$ cat src/rtl/ultrascan_report_pkg.sv
// Shared types for the report collection path: record layout,
// drop counter width and the capture FSM states.
package ultrascan_report_pkg;

  localparam int DROP_CNT_W   = 16;
  localparam int DEF_OFFSET_W = 32;
  localparam int DEF_ID_W     = 3;

  typedef struct packed {
    logic [DEF_OFFSET_W-1:0] offset;
    logic [DEF_ID_W-1:0]     id;
  } report_rec_t;

  typedef enum logic {
    IDLE,
    DRAIN
  } fsm_t;

endpackage

$ cat src/rtl/report_fifo.sv
// Show-ahead record FIFO; a push into a full FIFO is legal when
// a pop happens in the same cycle (the freed slot is reused).
import ultrascan_report_pkg::*;

module report_fifo #(
  parameter int  DEPTH = 16,
  parameter type T     = report_rec_t,
  localparam int AW    = $clog2(DEPTH),
  localparam int CW    = AW + 1
) (
  input  logic          clk,
  input  logic          reset,
  input  logic          flush,
  input  logic          push,
  input  T              wdata,
  input  logic          pop,
  output T              rdata,
  output logic          full,
  output logic          empty,
  output logic [CW-1:0] count
);

  T              mem [DEPTH];
  logic [AW-1:0] wr_ptr;
  logic [AW-1:0] rd_ptr;

  assign full  = (count == CW'(DEPTH));
  assign empty = (count == '0);
  assign rdata = mem[rd_ptr];

  always_ff @(posedge clk) begin
    if (push) mem[wr_ptr] <= wdata;
  end

  always_ff @(posedge clk or posedge reset) begin
    if (reset) begin
      wr_ptr <= '0;
      rd_ptr <= '0;
      count  <= '0;
    end else if (flush) begin
      wr_ptr <= '0;
      rd_ptr <= '0;
      count  <= '0;
    end else begin
      if (push) wr_ptr <= wr_ptr + AW'(1);
      if (pop)  rd_ptr <= rd_ptr + AW'(1);
      case ({push, pop})
        2'b10:   count <= count + CW'(1);
        2'b01:   count <= count - CW'(1);
        default: count <= count;
      endcase
    end
  end

endmodule

$ cat src/rtl/report_collector.sv
// Turns per-symbol automata report vectors into {offset, id}
// records, lowest id first, with stall back-pressure to the feeder.
import ultrascan_report_pkg::*;

module report_collector #(
  parameter int  NUM_REPORTS = 8,
  parameter int  OFFSET_W    = 32,
  parameter int  FIFO_DEPTH  = 16,
  parameter int  REPORT_LAT  = 1,
  localparam int ID_W = (NUM_REPORTS > 1) ? $clog2(NUM_REPORTS) : 1
) (
  input  logic                   clk,
  input  logic                   reset,
  input  logic                   run,
  input  logic                   flush,
  input  logic [NUM_REPORTS-1:0] report_vec,
  output logic                   stall,
  output logic                   out_valid,
  input  logic                   out_ready,
  output logic [OFFSET_W-1:0]    out_offset,
  output logic [ID_W-1:0]        out_id,
  output logic                   overflow,
  output logic [DROP_CNT_W-1:0]  drop_count
);

  localparam int CW = $clog2(FIFO_DEPTH) + 1;

  typedef struct packed {
    logic [OFFSET_W-1:0] offset;
    logic [ID_W-1:0]     id;
  } rec_t;

  fsm_t                   state;
  fsm_t                   state_nx;
  logic [OFFSET_W-1:0]    sym_count;
  logic [OFFSET_W-1:0]    pend_off;
  logic [NUM_REPORTS-1:0] pending;
  logic [NUM_REPORTS-1:0] pend_rest;
  logic [ID_W-1:0]        low_id;
  logic                   hit;
  logic                   multi;
  logic                   can_push;
  logic                   fifo_push;
  logic                   fifo_pop;
  logic                   fifo_full;
  logic                   fifo_empty;
  logic [CW-1:0]          fifo_count;
  logic                   accept;
  logic                   drop;
  rec_t                   wrec;
  rec_t                   head;

  assign pend_rest = pending & (pending - NUM_REPORTS'(1));
  assign multi     = |pend_rest;
  assign hit       = run & (|report_vec);
  assign fifo_pop  = ~fifo_empty & out_ready;
  assign can_push  = ~fifo_full | fifo_pop;
  assign wrec      = '{offset: pend_off, id: low_id};

  assign stall      = multi | (fifo_count >= CW'(FIFO_DEPTH - 1));
  assign out_valid  = ~fifo_empty;
  assign out_offset = fifo_empty ? '0 : head.offset;
  assign out_id     = fifo_empty ? '0 : head.id;

  always_comb begin
    low_id = '0;
    for (int i = NUM_REPORTS - 1; i >= 0; i--) begin
      if (pending[i]) low_id = ID_W'(i);
    end
  end

  // A new vector is only taken when pending empties this cycle.
  always_comb begin
    state_nx  = state;
    fifo_push = 1'b0;
    accept    = 1'b0;
    drop      = 1'b0;
    case (state)
      IDLE: begin
        if (hit) begin
          accept   = 1'b1;
          state_nx = DRAIN;
        end
      end
      DRAIN: begin
        fifo_push = can_push;
        if (hit) begin
          if (!multi && can_push) accept = 1'b1;
          else                    drop   = 1'b1;
        end
        if (fifo_push && !multi && !accept) state_nx = IDLE;
      end
      default: state_nx = IDLE;
    endcase
  end

  always_ff @(posedge clk or posedge reset) begin
    if (reset)      state <= IDLE;
    else if (flush) state <= IDLE;
    else            state <= state_nx;
  end

  always_ff @(posedge clk or posedge reset) begin
    if (reset) begin
      sym_count  <= '0;
      pending    <= '0;
      pend_off   <= '0;
      overflow   <= 1'b0;
      drop_count <= '0;
    end else if (flush) begin
      sym_count  <= '0;
      pending    <= '0;
      pend_off   <= '0;
      overflow   <= 1'b0;
      drop_count <= '0;
    end else begin
      if (run) sym_count <= sym_count + OFFSET_W'(1);
      if (accept) begin
        pending  <= report_vec;
        pend_off <= sym_count - OFFSET_W'(REPORT_LAT);
      end else if (fifo_push) begin
        pending  <= pend_rest;
      end
      if (drop) begin
        overflow <= 1'b1;
        if (drop_count != '1) drop_count <= drop_count + DROP_CNT_W'(1);
      end
    end
  end

  report_fifo #(
    .DEPTH (FIFO_DEPTH),
    .T     (rec_t)
  ) u_fifo (
    .clk   (clk),
    .reset (reset),
    .flush (flush),
    .push  (fifo_push),
    .wdata (wrec),
    .pop   (fifo_pop),
    .rdata (head),
    .full  (fifo_full),
    .empty (fifo_empty),
    .count (fifo_count)
  );

endmodule

$ cat config.mk
export PLATFORM = sky130hd
export DESIGN_NAME = report_collector
export DESIGN_NICKNAME = d
export VERILOG_FILES = /design/src/rtl/ultrascan_report_pkg.sv /design/src/rtl/report_fifo.sv /design/src/rtl/report_collector.sv
export SDC_FILE = /design/constraint.sdc
export NUM_CORES = 1
export LEC_CHECK = 0
export CAP_MARGIN = 10
export CORE_MARGIN = 2
export CORE_UTILIZATION = 57
export DETAILED_ROUTE_END_ITERATION = 12
export PLACE_DENSITY = 0.74
export SLEW_MARGIN = 20
export SYNTH_ARGS = -nofsm -noshare
export SYNTH_HDL_FRONTEND = slang
export SYNTH_SLANG_ARGS = --single-unit
$ cat constraint.sdc
create_clock -name clk -period 7.4 [get_ports clk]
set_input_delay 1.48 -clock clk [delete_from_list [all_inputs] [get_ports clk]]
set_output_delay 1.48 -clock clk [all_outputs]
set_load 0.02 [all_outputs]
== Word level (Yosys, flattened, before mapping) ==
Memories as Yosys holds them, arrays and structs flattened.
Cells that the tools add are included.
Storage, ports and cells
  flip-flop bits (word level): 103
  bits in writable memories: 560
  input bits: 13
  output and inout port bits: 54
  word-level logic and storage cells: 89
  memories: 1
Memories
  u_fifo.mem: words 16, width 35, rd ports 1, clocked after memory_dff 0, write ports 1, RTL line report_fifo.sv:23  | T mem [DEPTH];
Cells by class
  add/sub/neg operators: 8
  magnitude comparators: 1
  equal/unequal tests: 4
  muxes and demuxes: 42
  bitwise logic cells: 8
  reduce and logical (&&, ||, !) cells: 16
Operator list (count)
  $mux W32: 5
  $mux W16: 3
  $add A32 B1 Y32 const B: 1
  $sub A32 B1 Y32 const B: 1
  $mux W3: 9
  $mux W8: 3
  $add A16 B1 Y16 const B: 1
  $mux W4: 4
  $ne A16 B16 Y1 const B: 1
  $reduce_or A8 Y1: 2
  $mux W1: 14
  $reduce_bool A2 Y1: 6
  $pmux W5 S2: 1
  $add A4 B1 Y4 const B: 2
  $and A8 B8 Y8: 1
  $sub A8 B1 Y8 const B: 1
  $reduce_bool A3 Y1: 2
  $add A5 B1 Y5 const B: 1
  $eq A5 B5 Y1 const B: 1
  $ge A5 B4 Y1 const B: 1
  $logic_not A5 Y1: 1
  $mux W5: 1
  $sub A5 B1 Y5 const B: 1
  $pmux W1 S2: 2
  other kinds (8): 14

== Depth between registers and ports, before layout ==
Gate-level depths: netlist (run 1).
  depth in word-level cells: 13
  depth in mapped cells: 11
  mapped depth without buffers: 10

== Cells and area by module ==
A second synthesis (run 1) with hierarchy kept.
Unflattened totals
  cells, all modules: 1464
  area total of the unflattened synthesis: 27067.2 um^2
Modules (own cells, without submodules)
  report_fifo: times used 1, cells an instance 879, area an instance 21897.3 um^2, seq. area each 17141.4 um^2
  report_collector: times used 1, cells an instance 585, area an instance 5170.0 um^2, seq. area each 2252.2 um^2

== Worst setup path before layout (run 1) ==
Ideal clock, no wire load.
  path type: register to output
  from: register u_fifo.rd_ptr[0]
  to: output out_offset[10]
  arrival time: 2521 ps
  required time: 5920 ps
  setup slack: 3399 ps
  cell stages (with the launch flop): 7
  path buffers: 3
  cell sequence: dfrtp_1 -> clkbuf_1 -> buf_2 -> buf_1 -> mux4_2 -> mux4_2 -> and2_1
Between the ends
  longest elaborated chain between the ends: 2
Ends and longest elaborated chain
  from (decl): RTL line report_fifo.sv:25  | logic [AW-1:0] rd_ptr;
  from (signal assigned): RTL line report_fifo.sv:46  | if (pop) rd_ptr <= rd_ptr + AW'(1);
  $mem_v2 Z16 W35
  $mux W32: RTL line report_collector.sv:62  | assign out_offset = fifo_empty ? '0 : head.offset;
  to (decl): RTL line report_collector.sv:20  | output logic [OFFSET_W-1:0] out_offset,
No other way between the ends.

== Worst setup path after layout (run 1) ==
  from: register u_fifo.rd_ptr[0]
  to: output out_offset[1]
The elaborated chain is that of the path after synthesis.

==> flow_summary.json, run 1 <==
{
  "syn_to_final_growth_pct": 12.9,
  "switching_share_pct": 26.3,
  "drt-wirelength-per-cell_microns": 26.6,
  "slew-limit-headroom_pct": 28.2,
  "worstMarginPinSlew_ns": 1.07,
  "crit_family": "multiplexers",
  "layout-drive-gt1-share_pct": 22.9,
  "setup_viol": 0,
  "path_cells": "buf_12 > mux4_2 > mux4_2 > and2_1 > clkdlybuf4s50_1",
  "maxCapViolations": 0,
  "drt-initial-drc-count": 1409,
  "timing.fmax_mhz": 185,
  "yosys.cell_count.top_type": "edfxtp_1",
  "yosys_most_used_dff": "edfxtp_1",
  "cts_sinks": 663,
  "p_leak_nw": 10.1,
  "cp_slowest_stage_delay_ns": 1.00,
  "grt_use_met2_pct": 38.9,
  "share_seq_of_total_power_pct": 45.8,
  "fin_worst_hold_slack_ns": 0.576,
  "core-area_sq_um": 47400,
  "io_buffers": 66,
  "fill_cells": 3216,
  "vias": 13900,
  "clockBufferDepth": 3,
  "comb_power_share_pct": 19.6,
  "yosys_register_bits": 663,
  "synth_top_cells_by_count": "560 x edfxtp_1, 175 x mux4_2, 103 x dfrtp_1",
  "start_kind": "register",
  "synth_cell_types": 55,
  "grtUsageTotal_pct": 24.3,
  "syn_inst": 1466,
  "run_status": "completed",
  "post_cts_buffers": 0,
  "end_kind": "output pin",
  "hp-class": "register to register",
  "grt_pass1_wl_mm": 88.7,
  "rsz0062_at_grt": "no",
  "clkPwrFrac_pct": 34.6,
  "vias_per_cell": 6.33,
  "row_count": 80,
  "insertion_delay_ns": 0.60,
  "min_period_ns": 5.42,
  "first_global_vias": 14300,
  "die_area_sq_um": 49500,
  "grt_max_degree": 79,
  "synth_edf_count": 560,
  "p_switching_w": 0.00256,
  "synthTopCellsByArea": "edfxtp_1 62%, mux4_2 14%, dfrtp_1 9.5%, a211oi_2 1.4%, nor2_1 1.4%",
  "ant_nets": 0,
  "fin_ws_ns": 1.98,
  "wl_mm": 58.5,
  "grt_antenna_before_repair": 0,
  "fin_crit_sh_pct": 73.2,
  "top_usage_layer": "met2",
  "finalHoldViolCount": 0,
  "syn_area_per_cell_sq_um": 18.6,
  "crit_top_cell": "mux4_2",
  "place_worst_setup_slack_ns": 2.48,
  "cp.required_ns": 5.92,
  "power_density_nw_per_um2": 316,
  "drt_pre_antenna_iters": 5,
  "cp_max_fo": 44,
  "met1_usage_pct": 34.8,
  "critPathBufInv": 2,
  "ys.warnings.count": 0,
  "fin_nets": 1559,
  "diodes": 0,
  "path_clk_slew_ns": 0.06,
  "gp_congestion": 0.790,
  "overflow": 0,
  "ioPinCount": 67,
  "dieWidth_microns": 223,
  "cts-root-buf": "clkbuf_16",
  "initial_core_util_pct": 57.4,
  "synthDominantCellAreaShare_pct": 61.8,
  "seq_area_frac_synth_pct": 71.2,
  "cts_buffers": 66,
  "drc": 0,
  "netlist_area_sq_um": 27200,
  "syn_nets": 1491,
  "use_met3_pct": 4.38,
  "cts_resized": 0,
  "ctsHoldBuffers": 0,
  "htree_levels": 3,
  "crit_slowest_cell": "dfrtp_4",
  "slew_violations": 0,
  "final.setup.tns_ns": 0,
  "synth_top_cell_by_area": "edfxtp_1",
  "async_flop_share_pct": 15.5,
  "critPathKind": "register to output pin",
  "p_int_w": 0.00715,
  "irDropWorstVdd_mv": 0.232,
  "cts_tree": "yes",
  "fin_skew_ns": 0.0254,
  "dieHeight_microns": 223,
  "dpl.hpwl_mm": 30.5,
  "arrival_ns": 3.94,
  "final_util_pct": 64.8
}
-- cell families after synthesis --
group | Yosys count | share of synthesized area (%)
AO/OA/AOI/OAI | 102 | 3.06
XOR/XNOR | 64 | 2.06
adder cells (fa/ha/maj) | 14 | 0.653
buffers and inverters | 113 | 1.75
flip-flops | 663 | 71.2
multiplexers | 186 | 14.9
AND/OR/NAND/NOR | 324 | 6.33
-- sequential cells by signal, indices dropped and copies added, names as in the netlist --
register       count
u_fifo.mem       560
pend_off          32
sym_count         32
drop_count        16
pending            8
u_fifo.count       5
u_fifo.rd_ptr      4
u_fifo.wr_ptr      4
overflow           1
state              1
-- cell usage in the layout (no fill, tap or decap), types with 4 or more instances in the layout --
master             n
a211oi_2          31
a21oi_1           29
and2_1            35
and2_2             8
and3_1             8
and3_2             4
and4_1             5
and4_2             4
buf_4             25
bufinv_16          7
clkbuf_1          12
clkbuf_16         68
clkbuf_8           4
clkdlybuf4s50_1   65
clkinv_1          13
clkinv_2           9
dfrtp_1           99
edfxtp_1         560
ha_1              11
inv_1             19
mux2_2             6
mux2i_1            5
mux4_2           175
nand2_1           32
nand2b_1           4
nand3_1           22
nand4_1           22
nor2_1           101
nor2b_1            8
nor3_1            15
nor4_1            19
o211ai_1           4
o21ai_0           11
o31ai_1            8
or3_1             10
or4_1             13
xnor2_1           37
xor2_1            27
-- per-stage QoR --
step                      cells  area [sq um]  power [W]
after floorplan            1466         27200    0.00573
after global placement     2081         28500    0.00641
after detailed placement   2081         28500    0.00645
after CTS                  2202         30700    0.00980
after global routing       2202         30700     0.0100
final                      2202         30700    0.00971
-- path summary, 6_finish.rpt --
kind,to,cells past startpoint,from,slack [ns]
min,sym_count[31],2,sym_count[31],0.58
max,out_offset[1],5,u_fifo.rd_ptr[0],1.98
max in group asynchronous,u_fifo.rd_ptr[0],3,reset,4.79
max reg2reg,u_fifo.count[4],10,u_fifo.count[0],3.65
min in group asynchronous,u_fifo.wr_ptr[3],2,reset,1.28
min reg2reg,sym_count[31],2,sym_count[31],0.58
-- worst reg2reg max path, stage by stage (launching register included) --
cell	delay, ns
dfrtp_1	0.45
nor4_1	0.59
nand2_2	0.77
nand3_1	0.39
inv_1	0.12
ha_1	0.34
nor2b_1	0.15
o21ai_0	0.22
nor4b_1	0.34
or3_1	0.17
a21oi_1	0.05
-- layer usage --
layer / vias up / share of wire (%)
li1: 6010 / -
met5: - / 0
met4: 0 / 2.5
met2: 463 / 49
met1: 7355 / 42
met3: 102 / 6.2
-- power by group through the flow --
stage	Clock, W	Sequential [W]	Combinational (W)
final	0.00336	0.00445	0.00190
after global routing	0.00354	0.00448	0.00203
after CTS	0.00341	0.00445	0.00193
after detailed placement	0	0.00453	0.00192
after global placement	0	0.00451	0.00190
after floorplan	0	0.00438	0.00134
-- final cells by class --
type                       count  area, sq um  share of cell area (%)
clock inverter                37          392                    1.27
timing repair buffer          93          898                    2.92
multi-input combinational    690         7390                    24.0
sequential                   663        19400                    63.1
tap                          615          769                    2.50
inverter                      20         77.6                   0.252
clock buffer                  84         1800                    5.86
Power figures use the tool's default switching activity.
==> run 2: changes to the inputs <==
Settings changed: CORE_UTILIZATION 57 to 56, PLACE_DENSITY 0.74 to 0.76.
Clock period 7.4 ns to 4.7 ns, I/O delays scaled along.
==> flow_summary.json, run 2 (synthesis gave the netlist of run 1 again) <==
{
  "reg2reg_slack_ns": 1.84,
  "grt_pass1_wl_mm": 89.9,
  "cp-startpoint": "u_fifo.rd_ptr[0]",
  "r2r_start": "u_fifo.count[0]",
  "rsz0062_at_grt": "no",
  "power_density_nw_per_um2": 495,
  "post_cts_buffers": 0,
  "cts_buffers": 67,
  "grt_antenna_before_repair": 0,
  "slew_violations": 0,
  "critPathKind": "register to output pin",
  "grt_max_degree": 88,
  "drt-wirelength-per-cell_microns": 26.5,
  "start_kind": "register",
  "cp_slowest_stage_delay_ns": 0.63,
  "hp-class": "register to register",
  "final_common_cell": "edfxtp_1",
  "dpl-instance-area_sq_um": 28900,
  "ant_nets": 0,
  "final_cell_mix": "560 x edfxtp_1, 175 x mux4_2, 100 x nor2_1",
  "dieHeight_microns": 224,
  "dieWidth_microns": 224,
  "cts-root-buf": "clkbuf_16",
  "overflow": 0,
  "gp_congestion": 0.807,
  "p_leak_nw": 10.2,
  "path_cells": "buf_12 > mux4_2 > mux4_2 > and2_1 > clkdlybuf4s50_1",
  "syn_to_final_growth_pct": 14.1,
  "row_count": 80,
  "finalHoldViolCount": 0,
  "cts_tree": "yes",
  "crit_top_cell": "mux4_2",
  "crit_path_end": "out_offset[17]",
  "final_cell_area_sq_um": 31100,
  "timing.fmax_mhz": 229,
  "initial_core_util_pct": 56.9,
  "arrival_ns": 3.42,
  "fill_cells": 3121,
  "crit_slowest_cell": "dfrtp_4",
  "drt_pre_antenna_iters": 6,
  "fin_crit_sh_pct": 92.8,
  "dpl.hpwl_mm": 31.1,
  "run_status": "completed",
  "ctsHoldBuffers": 0,
  "cp_max_fo": 50,
  "cts_sinks": 663,
  "vias_per_cell": 6.36,
  "r2r_cells": 10,
  "final.setup.tns_ns": 0,
  "largest_register_ffs": 560,
  "die_area_sq_um": 50400,
  "dp_cells": 2102,
  "wl_mm": 58.8,
  "layout-drive-gt1-share_pct": 23.8,
  "vias": 14100,
  "drt-initial-drc-count": 1557,
  "grtUsageTotal_pct": 24.3,
  "worstMarginPinSlew_ns": 1.03,
  "rr_endpoint": "u_fifo.count[4]",
  "final_cells": 2221,
  "end_kind": "output pin",
  "insertion_delay_ns": 0.58,
  "maxCapViolations": 0,
  "regMostFlops": "u_fifo.mem",
  "fin_skew_ns": 0.0192,
  "path_clk_slew_ns": 0.06,
  "slew-limit-headroom_pct": 31.4,
  "min_period_ns": 4.36,
  "cp.required_ns": 3.76,
  "cts_resized": 0,
  "setup_viol": 0,
  "htree_levels": 3,
  "final_util_pct": 64.9,
  "irDropWorstVdd_mv": 0.355,
  "io_buffers": 66,
  "top_regs": "u_fifo.mem (560), pend_off (32), sym_count (32)",
  "fin_nets": 1581,
  "clockBufferDepth": 3,
  "diodes": 0,
  "ioPinCount": 67,
  "core-area_sq_um": 47800,
  "first_global_vias": 14700,
  "drc": 0
}
## run 2: cell count changes in the layout (fill, tap and decap cells not counted), moves of 2 or more
cell / delta
inv_6: -2
buf_12: +17
clkbuf_16: +3
clkbuf_1: -3
buf_4: +4
clkinv_8: -3
clkinv_4: +2
clkinv_1: +5
clkbuf_8: -3
## run 2: final cells by class
class	count	area (sq um)	area share (%)
Sequential cell	663	19400	62.5
Multi-Input combinational cell	690	7390	23.8
Clock buffer	81	1820	5.87
Timing Repair Buffer	114	1270	4.08
Tap cell	615	769	2.48
Clock inverter	38	334	1.08
Inverter	20	77.6	0.250
## run 2: through the flow
stage               power (W)  worst slack, ns  hold slack [ns]
global placement       0.0102            0.898            0.556
detailed placement     0.0102            0.895            0.573
CTS                    0.0155            0.272            0.585
global route           0.0159            0.181            0.627
finish                 0.0154            0.337            0.592
floorplan             0.00902             1.06            0.540
## run 2: where the power goes
part           total, W  internal [W]  switching [W]
Sequential      0.00694       0.00665       0.000284
Combinational   0.00317       0.00158        0.00159
Clock           0.00526       0.00309        0.00217
Total            0.0154        0.0113        0.00405
## run 2: worst max-delay path: cells and delay by family, from the launching register on
family	cells	cell delay (ns)
multiplexers	2	1.08
flip-flops	1	0.63
buffers and inverters	2	0.93
AND/OR/NAND/NOR	1	0.18
## run 2: worst min path at each step
| stage | slack (ns) | start | depth (start not counted) | endpoint |
|---|---|---|---|---|
| after global routing | 0.63 | sym_count[31] | 2 | sym_count[31] |
| after CTS | 0.59 | sym_count[31] | 2 | sym_count[31] |
| after detailed placement | 0.57 | sym_count[31] | 2 | sym_count[31] |
| after global placement | 0.56 | sym_count[31] | 2 | sym_count[31] |
| after floorplan | 0.54 | sym_count[31] | 2 | sym_count[31] |
| final | 0.59 | sym_count[31] | 2 | sym_count[31] |
## run 2: metal layers
layer | global-route usage [%] | vias to the layer above | wire length [microns]
met3 | 3.79 | 97 | 4700
met5 | 0 | - | 0
met2 | 39.3 | 607 | 29000
met4 | 7.63 | 0 | 1310
li1 | - | 6057 | -
met1 | 34.6 | 7363 | 23800
